==> src/rtl/spi_multi_axis_reader.sv <==
// spi_multi_axis_reader: SPI mode-0 burst reader packing one bit field per 16-bit channel word.
// Define SPI_READER_SAT_EN to treat words as signed 12-bit values, arithmetic-shifted and saturated.
module spi_multi_axis_reader #(
    parameter int NUM_CH = 3,
    parameter int FIELD_W = 5,
    parameter int FIELD_LSB = 7,
    parameter int CLK_DIV = 2,
    parameter logic [7:0] CMD_BYTE = 8'h0B,
    parameter logic [7:0] START_ADDR = 8'h0E,
    parameter int GAP_CYCLES = 16
) (
    input  logic iclk,
    input  logic rst_n,
    input  logic start,
    input  logic auto_en,
    input  logic miso,
    output logic cs,
    output logic sclk,
    output logic mosi,
    output logic busy,
    output logic data_valid,
    output logic [NUM_CH*FIELD_W-1:0] data_out
);
    localparam int TOTAL = 16 + 16*NUM_CH;
    localparam int RXW = 16*NUM_CH;
    localparam int CMAX = (2*CLK_DIV > GAP_CYCLES) ? 2*CLK_DIV : GAP_CYCLES;
    localparam int CW = $clog2(CMAX + 1);
    localparam int BW = $clog2(TOTAL);
    localparam logic [CW-1:0] C_HALF = CW'(CLK_DIV - 1);
    localparam logic [CW-1:0] C_BIT = CW'(2*CLK_DIV - 1);
    localparam logic [CW-1:0] C_GAP = CW'(GAP_CYCLES - 1);
    localparam logic [BW-1:0] B_LAST = BW'(TOTAL - 1);
    localparam logic [BW-1:0] B_TX = BW'(16);
    localparam logic [15:0] TX = {CMD_BYTE, START_ADDR};

    typedef enum logic [2:0] {IDLE, CS_SETUP, SHIFT, CS_HOLD, DONE, GAP} state_t;

    state_t state, state_n;
    logic [CW-1:0] cnt, cnt_n;
    logic [BW-1:0] bit_idx, bit_n;
    logic [RXW-1:0] rx;
    logic [NUM_CH-1:0][15:0] words;
    logic [NUM_CH*FIELD_W-1:0] fields;
    logic unused_words;

    always_ff @(posedge iclk or negedge rst_n) begin
        if (!rst_n) begin
            state <= IDLE;
            cnt <= '0;
            bit_idx <= '0;
            rx <= '0;
            data_out <= '0;
        end else begin
            state <= state_n;
            cnt <= cnt_n;
            bit_idx <= bit_n;
            rx <= (state == SHIFT && cnt == C_HALF) ? {rx[RXW-2:0], miso} : rx;
            data_out <= (state == CS_HOLD && cnt == C_HALF) ? fields : data_out;
        end
    end

    always_comb begin
        state_n = state;
        cnt_n = cnt + 1'b1;
        bit_n = bit_idx;
        case (state)
            IDLE: begin
                cnt_n = '0;
                if (start || auto_en) state_n = CS_SETUP;
            end
            CS_SETUP: if (cnt == C_HALF) begin
                state_n = SHIFT;
                cnt_n = '0;
                bit_n = '0;
            end
            SHIFT: if (cnt == C_BIT) begin
                cnt_n = '0;
                if (bit_idx == B_LAST) state_n = CS_HOLD;
                else bit_n = bit_idx + 1'b1;
            end
            CS_HOLD: if (cnt == C_HALF) begin
                state_n = DONE;
                cnt_n = '0;
            end
            DONE: begin
                cnt_n = '0;
                state_n = auto_en ? GAP : IDLE;
            end
            GAP: if (cnt == C_GAP) begin
                state_n = CS_SETUP;
                cnt_n = '0;
            end
            default: state_n = IDLE;
        endcase
    end

    // All outputs decode from registered state, so async reset forces them idle immediately.
    assign cs = (state == IDLE) || (state == DONE) || (state == GAP);
    assign sclk = (state == SHIFT) && (cnt > C_HALF);
    assign mosi = (state == CS_SETUP) ? TX[15] :
                  (state == SHIFT && bit_idx < B_TX) ? TX[~bit_idx[3:0]] : 1'b0;
    assign busy = (state == CS_SETUP) || (state == SHIFT) || (state == CS_HOLD) || (state == DONE);
    assign data_valid = (state == DONE);

`ifdef SPI_READER_SAT_EN
    localparam logic signed [15:0] S_MAX = 16'(2**(FIELD_W-1) - 1);
    localparam logic signed [15:0] S_MIN = 16'(-(2**(FIELD_W-1)));
    logic [NUM_CH-1:0][15:0] sh;
    always_comb begin
        words = '0;
        sh = '0;
        fields = '0;
        for (int c = 0; c < NUM_CH; c++) begin
            words[c] = {rx[RXW-9-16*c -: 8], rx[RXW-1-16*c -: 8]};
            sh[c] = 16'($signed({{4{words[c][11]}}, words[c][11:0]}) >>> FIELD_LSB);
            fields[(NUM_CH-1-c)*FIELD_W +: FIELD_W] =
                ($signed(sh[c]) > S_MAX) ? S_MAX[FIELD_W-1:0] :
                ($signed(sh[c]) < S_MIN) ? S_MIN[FIELD_W-1:0] : sh[c][FIELD_W-1:0];
        end
    end
`else
    always_comb begin
        words = '0;
        fields = '0;
        for (int c = 0; c < NUM_CH; c++) begin
            words[c] = {rx[RXW-9-16*c -: 8], rx[RXW-1-16*c -: 8]};
            fields[(NUM_CH-1-c)*FIELD_W +: FIELD_W] = words[c][FIELD_LSB +: FIELD_W];
        end
    end
`endif

    assign unused_words = ^words;
endmodule

==> config.mk <==
export PLATFORM = sky130hd
export DESIGN_NAME = spi_multi_axis_reader
export DESIGN_NICKNAME = d
export VERILOG_FILES = /design/src/rtl/spi_multi_axis_reader.sv
export SDC_FILE = /design/constraint.sdc
export NUM_CORES = 1
export LEC_CHECK = 0
export BUFFER_PORTS_ARGS = -buffer_cell sky130_fd_sc_hd__buf_2
export CORE_MARGIN = 5
export CORE_UTILIZATION = 59
export DETAILED_ROUTE_END_ITERATION = 6
export GPL_TIMING_DRIVEN = 0
export PLACE_DENSITY_LB_ADDON = 0.3
export SETUP_SLACK_MARGIN = 0.05
export SKIP_CTS_REPAIR_TIMING = 1
export SLEW_MARGIN = 10
export SYNTH_ARGS = -nofsm -noshare
export SYNTH_HDL_FRONTEND = slang
export SYNTH_SLANG_ARGS = --single-unit
==> constraint.sdc <==
create_clock -name iclk -period 2.6 [get_ports iclk]
set_clock_uncertainty 0.15 [all_clocks]
set_input_delay 0 -clock iclk [delete_from_list [all_inputs] [get_ports iclk]]
set_output_delay 0 -clock iclk [all_outputs]
set_load 0.02 [all_outputs]
# After elaboration in Yosys (flattened, before gate mapping)
# Memory sizes are Yosys's and may differ from the RTL's.
# Cells that the tools add are included.
[totals] ff_bits=77 mem_bits_ro=16 inputBits=5 out_inout_bits=20 mem_count=1
[classes] addsub=2 magnitude_cmp=3 n_eq_ne=16 n_mux=19 n_bitwise=1 n_reduce_logical=16
[memory_table] memory="(no name shown)" depth=16 word_bits=1 rd=1 rd_ports_with_merged_regs=0 write_ports=0 line_no="101" rtl="(state == SHIFT && bit_idx < B_TX) ? TX[~bit_idx[3:0]] : 1'b0;"
[op_table] op="2-to-1 mux 3 bit" count=7
[op_table] op="case mux 5 bit (4 select lines)" count=1
[op_table] op="2-to-1 mux 6 bit" count=3
[op_table] op="case mux 3 bit (6 select lines)" count=1
[op_table] op="2-to-1 mux 5 bit" count=3
[op_table] op="case mux 6 bit (2 select lines)" count=1
[op_table] op="inequality test 2 bit (second input constant)" count=5
[op_table] op="adder 6 x 1 -> 6 bit (second input constant)" count=1
[op_table] op="equality test 3 x 2 -> 1 bit (second input constant)" count=2
[op_table] op="equality test 3 bit (second input constant)" count=2
[op_table] op="equality test 6 bit (second input constant)" count=1
[op_table] op="logical OR 1 bit" count=6
[op_table] op="less-than comparator 6 x 5 -> 1 bit (second input constant)" count=1
[op_table] op="AND reduction 6 bit" count=1
[op_table] op="adder 5 x 1 -> 5 bit (second input constant)" count=1
[op_table] op="equality test 5 x 1 -> 1 bit (second input constant)" count=1
[op_table] op="equality test 5 x 2 -> 1 bit (second input constant)" count=1
[op_table] op="equality test 5 x 4 -> 1 bit (second input constant)" count=1
[op_table] op="> comparator 5 x 1 -> 1 bit (second input constant)" count=1
[op_table] op="less-than comparator 4 x 5 -> 1 bit (second input constant)" count=1
[op_table] op="logical AND 1 bit" count=4
[op_table] op="inequality test 2 x 1 -> 1 bit (second input constant)" count=2
[op_table] op="inverter 4 bit" count=1
[op_table] op="AND reduction 4 bit" count=1
[op_table] op="other kinds (5)" count=8

# Longest topological paths before layout
# Gate-level depths: netlist of the first run.
[depth] word_depth=5 mapped_depth=7 ltp_nobuf=7

# Worst setup path after synthesis of the first run
# OpenSTA, ideal clock, no wires.
[synth_path] kind="register to register" startpoint="reg cnt[1]" endpoint="reg bit_idx[1]" setup_time_ps=125 arrival_time_ps=1692 required_ps=2325 setup_slack_ps=633 path_stages_with_launch=7 path_buffers=0 synth_period_minus_slack_ps=1967 path_cell_list="dfrtp_1 -> inv_1 -> ha_1 -> nor4b_4 -> nand2_1 -> o32ai_4 -> mux2_2"
[synth_between] elab_chain_len=3
[synth_rtl] item="start, declared" line_no="39" rtl="logic [CW-1:0] cnt, cnt_n;"
[synth_rtl] item="start signal, assigned" line_no="55" rtl="cnt <= cnt_n;"
[synth_rtl] item="equality test 5 x 1 -> 1 bit / equality test 5 x 2 -> 1 bit (equally long branches)" line_no="71, 76"
[synth_rtl] item="inequality test 2 bit (no source line) / inequality test 2 x 1 -> 1 bit (equally long branches)"
[synth_rtl] item="AND reduction 4 bit (no source line) *"
[synth_rtl] item="end signal, assigned" line_no="56" rtl="bit_idx <= bit_n;"
[synth_rtl] item="end, declared" line_no="40" rtl="logic [BW-1:0] bit_idx, bit_n;"
# Every way passes the cells marked *; elsewhere a longest branch is shown, timed or not.
# A chain may end at the register's enable or synchronous reset.

# Worst setup path in the final report of the first run
# Ends and elaborated chain as after synthesis.

==> reports/results.txt, run 1 <==
Ant. Diodes: 0
Fin nets: 286
Status: finished with violations
DRT iter0 DRCs: 65
H-Tree Depth: 3
CTS tree: built
Most frequent cell after synthesis: dfrtp_1
Final slew viol count: 0
Synth top cells by count: dfrtp_1 (77), mux2_2 (65), nor2_1 (15), inv_1 (11), o21ai_0 (8)
Pleak: 1.93 nW
Overflow after GRT: 0
Slew @ Worst Pin: 799 ps
Synth Cell Area: 0.00325 mm²
Mapped Cells: 234
VDD IR max: 0.000520 V
Initial antenna violation count: 0
CP Capture Type: flip-flop
Die height: 84.2 µm
Gr usage total: 0.160
Pwr Density: 822 mW/mm²
First-pass GRT wire length: 9170 µm
Final min period: 2200 ps
Register area share after synthesis: 0.593
RePlAce Congestion: 0.759
Crit path kind: reg -> reg
Critical path required time: 2670 ps
I/O pin cnt: 25
Largest net degree at the start of global routing: 61
Ys async rst share: 1.00
Post-synth EDFFs: 0
Top cell type's share of synthesized area: 0.593
Rows: 27
Final antenna-violating net count: 0
Placed cells: 331
Post-DR wirelength/cell: 14.7 µm
Worst-path clk slew: 80 ps
Main area contributors after synthesis: dfrtp_1 (59%), mux2_2 (23%), ha_1 (2.7%)
Share of cells above drive strength 1: 0.416
F_max: 454 MHz
Core area: 0.00544 mm²
Die Area: 0.00709 mm²
Fill count: 395
Syn_nets: 246
Vias in the first global route: 1955
Crit path DAT: 2280 ps
Final setup fails: 0
DRC: 0
Non-filler cells, final: 351
Dpl hpwl: 3480 µm
Synth Area per Inst: 13.9 µm²
Vias: 1869
Area grow syn2layout: 15.6%
RSZ-0062 raised after global routing: false
CTS sink count: 77
I/O Buffers: 24
Relative max-transition margin: 0.465
Critical Path Start Type: flip-flop
Ys flop type: dfrtp_1
Final hold violation count: 1
TNS Setup: 0 ps
TritonCTS Buffers: 9
Die W: 84.2 µm
Root buffer cell: clkbuf_8
Hold WS: -53.1 ps
Warnings from Yosys: 0
Clock Latency Late Sink: 330 ps
Failing checks: negative hold slack
Maximum fanout along the worst path: 6
Initial core utilization: 0.598
Drt total wl: 5170 µm
Clock Tree Buf Depth: 2
Synth Register Bits: 77
Tcrit/Tclk final: 0.847
Area leader, netlist: dfrtp_1
Max cap viols: 0
Yosys cell types: 33
Vias per Instance: 5.32
Drt pass-1 iters: 4
HP Class: in -> reg
[worst max-delay path, cell delays in order (launching register included)]
cell,delay (ps)
dfrtp_1,420
inv_1,70
ha_1,140
nor4b_4,370
nand2_1,210
o32ai_4,360
mux2_2,380
[report_power, final]
| group | total [mW] | switching, mW | internal [mW] |
|---|---|---|---|
| clock | 0.988 | 0.420 | 0.569 |
| sequential | 1.41 | 0.101 | 1.31 |
| combinational | 0.689 | 0.398 | 0.291 |
[metal layers]
layer | up-vias | global-route usage | share of wire
li1 | 899 | - | -
met1 | 930 | 0.217 | 0.48
met2 | 33 | 0.247 | 0.46
met3 | 7 | 0.0471 | 0.044
met4 | 0 | 0.0570 | 0.0095
met5 | - | 0 | 0
[worst paths after layout]
check                                        from                  endpoint  slack, ps  cells past startpoint
worst max-delay path             cnt[1]$_DFF_PN0_    bit_idx[1]$_DFFE_PN0P_        400                      6
worst min-delay path                        start      state[0]$_DFFE_PN0P_        -50                      5
worst max register to register   cnt[1]$_DFF_PN0_    bit_idx[1]$_DFFE_PN0P_        400                      6
worst min register to register  rx[6]$_DFFE_PN0P_         rx[7]$_DFFE_PN0P_        350                      1
max in group asynchronous                   rst_n  data_out[14]$_DFFE_PN0P_       1080                      3
min in group asynchronous                   rst_n    bit_idx[4]$_DFFE_PN0P_         40                      3
[state kept, by name (all words and copies together) (netlist names)]
signal,cells
rx,48
state,3
bit_idx,6
cnt,5
data_out,15
[placed cells by master (no fill, tap or decap), types with 2 or more instances in the layout]
master / count
o21ai_0: 8
dlygate4sd3_1: 4
buf_2: 29
nor2_1: 15
a31oi_1: 2
inv_1: 11
clkinvlp_4: 2
mux2_2: 65
dfrtp_1: 77
bufinv_16: 2
clkbuf_8: 10
ha_1: 7
xnor2_1: 2
and3_1: 2
nand2_1: 4
a21oi_1: 7
nand3_1: 5
xor2_1: 2
clkbuf_1: 4
[final cells by class]
cell class / instances / area [µm²] / share of cell area
buffer: 9 / 41.3 / 0.0110
multi-input combinational: 137 / 1240 / 0.330
tap: 72 / 90.1 / 0.0240
clock inverter: 5 / 83.8 / 0.0223
sequential: 77 / 1930 / 0.513
timing repair buffer: 29 / 190 / 0.0506
inverter: 11 / 41.3 / 0.0110
clock buffer: 11 / 141 / 0.0376
[cell families (layout without fill, tap and decap cells)]
group / Yosys count / in the layout / share of synthesized area
AOI/OAI and AO/OA: 24 / 24 / 0.0504
xor gates and xnor gates: 4 / 4 / 0.0108
adders and majority gates: 7 / 7 / 0.0269
buffers and inverters: 20 / 65 / 0.0254
DFF: 77 / 77 / 0.593
muxes: 66 / 66 / 0.228
and+or+nand+nor: 36 / 36 / 0.0654
[per-stage QoR]
| stage | util | total power [mW] | setup WS (ps) | instance area (µm²) | hold WS (ps) |
|---|---|---|---|---|---|
| CTS | 0.683 | 3.12 | 372 | 3720 | -628 |
| global route | 0.691 | 3.28 | 239 | 3760 | 19.2 |
| global placement | 0.636 | 2.10 | 436 | 3460 | 82.2 |
| floorplan | - | 1.93 | 633 | 3250 | -446 |
| detailed placement | 0.642 | 2.12 | 392 | 3490 | -251 |
| finish | 0.691 | 3.09 | 398 | 3760 | -53.1 |
(Power assumes the default switching activity.)
==> inputs of run 2 (changes only) <==
--- a/config.mk
+++ b/config.mk
@@ -7,7 +7,7 @@
 export LEC_CHECK = 0
 export BUFFER_PORTS_ARGS = -buffer_cell sky130_fd_sc_hd__buf_2
 export CORE_MARGIN = 5
-export CORE_UTILIZATION = 59
+export CORE_UTILIZATION = 53
 export DETAILED_ROUTE_END_ITERATION = 6
 export GPL_TIMING_DRIVEN = 0
 export PLACE_DENSITY_LB_ADDON = 0.3
==> constraint.sdc (replaced) <==
create_clock -name iclk -period 1.85 [get_ports iclk]
set_clock_uncertainty 0.15 [all_clocks]
set_input_delay 0 -clock iclk [delete_from_list [all_inputs] [get_ports iclk]]
set_output_delay 0 -clock iclk [all_outputs]
set_load 0.02 [all_outputs]
==> reports/results.txt, run 2 (synthesis results as in run 1) <==
Die height: 88.3 µm
H-Tree Depth: 3
DRC: 0
Die W: 88.3 µm
Largest net degree at the start of global routing: 70
Placed Area: 0.00352 mm²
Commonest non-fill, non-tap cell in the layout: dfrtp_1
Share of cells above drive strength 1: 0.507
Largest regs: rx: 48 flops, data_out: 15 flops, bit_idx: 6 flops
Fin nets: 307
Relative max-transition margin: 0.726
Final hold violation count: 0
Area grow syn2layout: 27.8%
Die Area: 0.00780 mm²
Slew @ Worst Pin: 409 ps
Crit path DAT: 2100 ps
Core area: 0.00596 mm²
Crit path to: rx[34]$_DFFE_PN0P_
Maximum fanout along the worst path: 6
Reg with most FFs: rx
NetSw: 1.49 mW
Failing checks: negative setup slack
Final min period: 2010 ps
Status: finished with violations
Max reg flops: 48
Ant. Diodes: 0
Vias in the first global route: 1993
Initial core utilization: 0.546
Fill count: 413
Tcrit/Tclk final: 1.09
TritonCTS Buffers: 9
Vias: 1984
I/O Buffers: 24
Hold WS: 57.7 ps
Overflow after GRT: 0
Drt pass-1 iters: 4
Final slew viol count: 0
Critical path required time: 1940 ps
Post-DR wirelength/cell: 16.1 µm
Gr usage total: 0.162
Flop pwr share: 0.415
F_max: 497 MHz
HP Class: in -> async
Crit path kind: reg -> reg
Pwr Density: 1180 mW/mm²
Int Pwr: 3.40 mW
I/O pin cnt: 25
Logic pwr share: 0.291
Path depth of the worst reg2reg path: 8
Crit path from: cnt[0]$_DFF_PN0_
DRT iter0 DRCs: 109
CTS tree: built
Dpl hpwl: 3610 µm
Min setup slack post-route: -162 ps
Worst-path clk slew: 80 ps
Root buffer cell: clkbuf_8
First-pass GRT wire length: 9470 µm
Final Instance Area: 0.00415 mm²
Setup slack, reg-to-reg: -160 ps
CP Capture Type: flip-flop
Worst reg2reg startpoint: cnt[0]$_DFF_PN0_
Pleak: 2.14 nW
Reg-to-reg critical path endpoint: rx[34]$_DFFE_PN0P_
Critical Path Start Type: flip-flop
Drt total wl: 6030 µm
Max cap viols: 0
Final antenna-violating net count: 0
Commonest non-fill, non-tap cells in the layout: dfrtp_1 (73), mux2_2 (63), buf_2 (23), nor2_1 (15), buf_4 (14)
RSZ-0062 raised after global routing: true
Sw Share: 0.305
RePlAce Congestion: 0.787
Vias per Instance: 5.29
Clock Tree Buf Depth: 2
Final setup fails: 68
CTS sink count: 77
VDD IR max: 0.000860 V
Initial antenna violation count: 0
Rows: 28
Clock Latency Late Sink: 350 ps
Part of the power in the clock network: 0.293
==> run 2: area by class of cell <==
cell class	count	area, µm²	area share
buffer	8	100	0.0241
clock buffer	10	138	0.0331
clock inverter	6	93.8	0.0226
inverter	11	43.8	0.0105
multi-input combinational	137	1310	0.315
sequential	77	1930	0.465
tap	75	93.8	0.0226
timing repair buffer	51	444	0.107
==> run 2: stage by stage <==
step	instances	power [mW]	setup TNS [ps]	setup WS, ps	utilization
after global placement	333	2.98	-12580	-317	0.586
after floorplan	234	2.73	-254	-81.6	-
after CTS	350	4.46	-15470	-372	0.630
after detailed placement	334	3.02	-15070	-366	0.591
final	375	4.89	-6460	-162	0.697
after global routing	375	5.16	-10930	-219	0.697
==> run 2: worst min-delay path by stage <==
stage | slack [ps] | end
detailed placement | -300 | bit_idx[1]$_DFFE_PN0P_
finish | 60 | bit_idx[3]$_DFFE_PN0P_
global route | 100 | rx[20]$_DFFE_PN0P_
global placement | 90 | rx[0]$_DFFE_PN0P_
floorplan | -450 | bit_idx[0]$_DFFE_PN0P_
CTS | -680 | bit_idx[4]$_DFFE_PN0P_
==> run 2: metal layers <==
layer,vias up,part of all wire,track usage
li1,941,-,-
met1,994,0.45,0.219
met2,36,0.48,0.245
met3,13,0.029,0.0261
met4,0,0.033,0.106
met5,-,0,0
==> run 2: critical path, cell delays in order, from the launching register on <==
cell       delay, ps
dfrtp_1          420
ha_1             210
nor4b_4          130
buf_6            140
buf_4            140
nand2_4           80
buf_8            150
clkbuf_16        150
mux2_2           330
==> run 2: power by group through the flow <==
| stage | logic (mW) | clock network [mW] | registers, mW |
|---|---|---|---|
| floorplan | 0.705 | 0 | 2.03 |
| global placement | 0.971 | 0 | 2.01 |
| detailed placement | 1.00 | 0 | 2.02 |
| CTS | 1.00 | 1.47 | 1.99 |
| global route | 1.54 | 1.55 | 2.06 |
| finish | 1.43 | 1.43 | 2.03 |
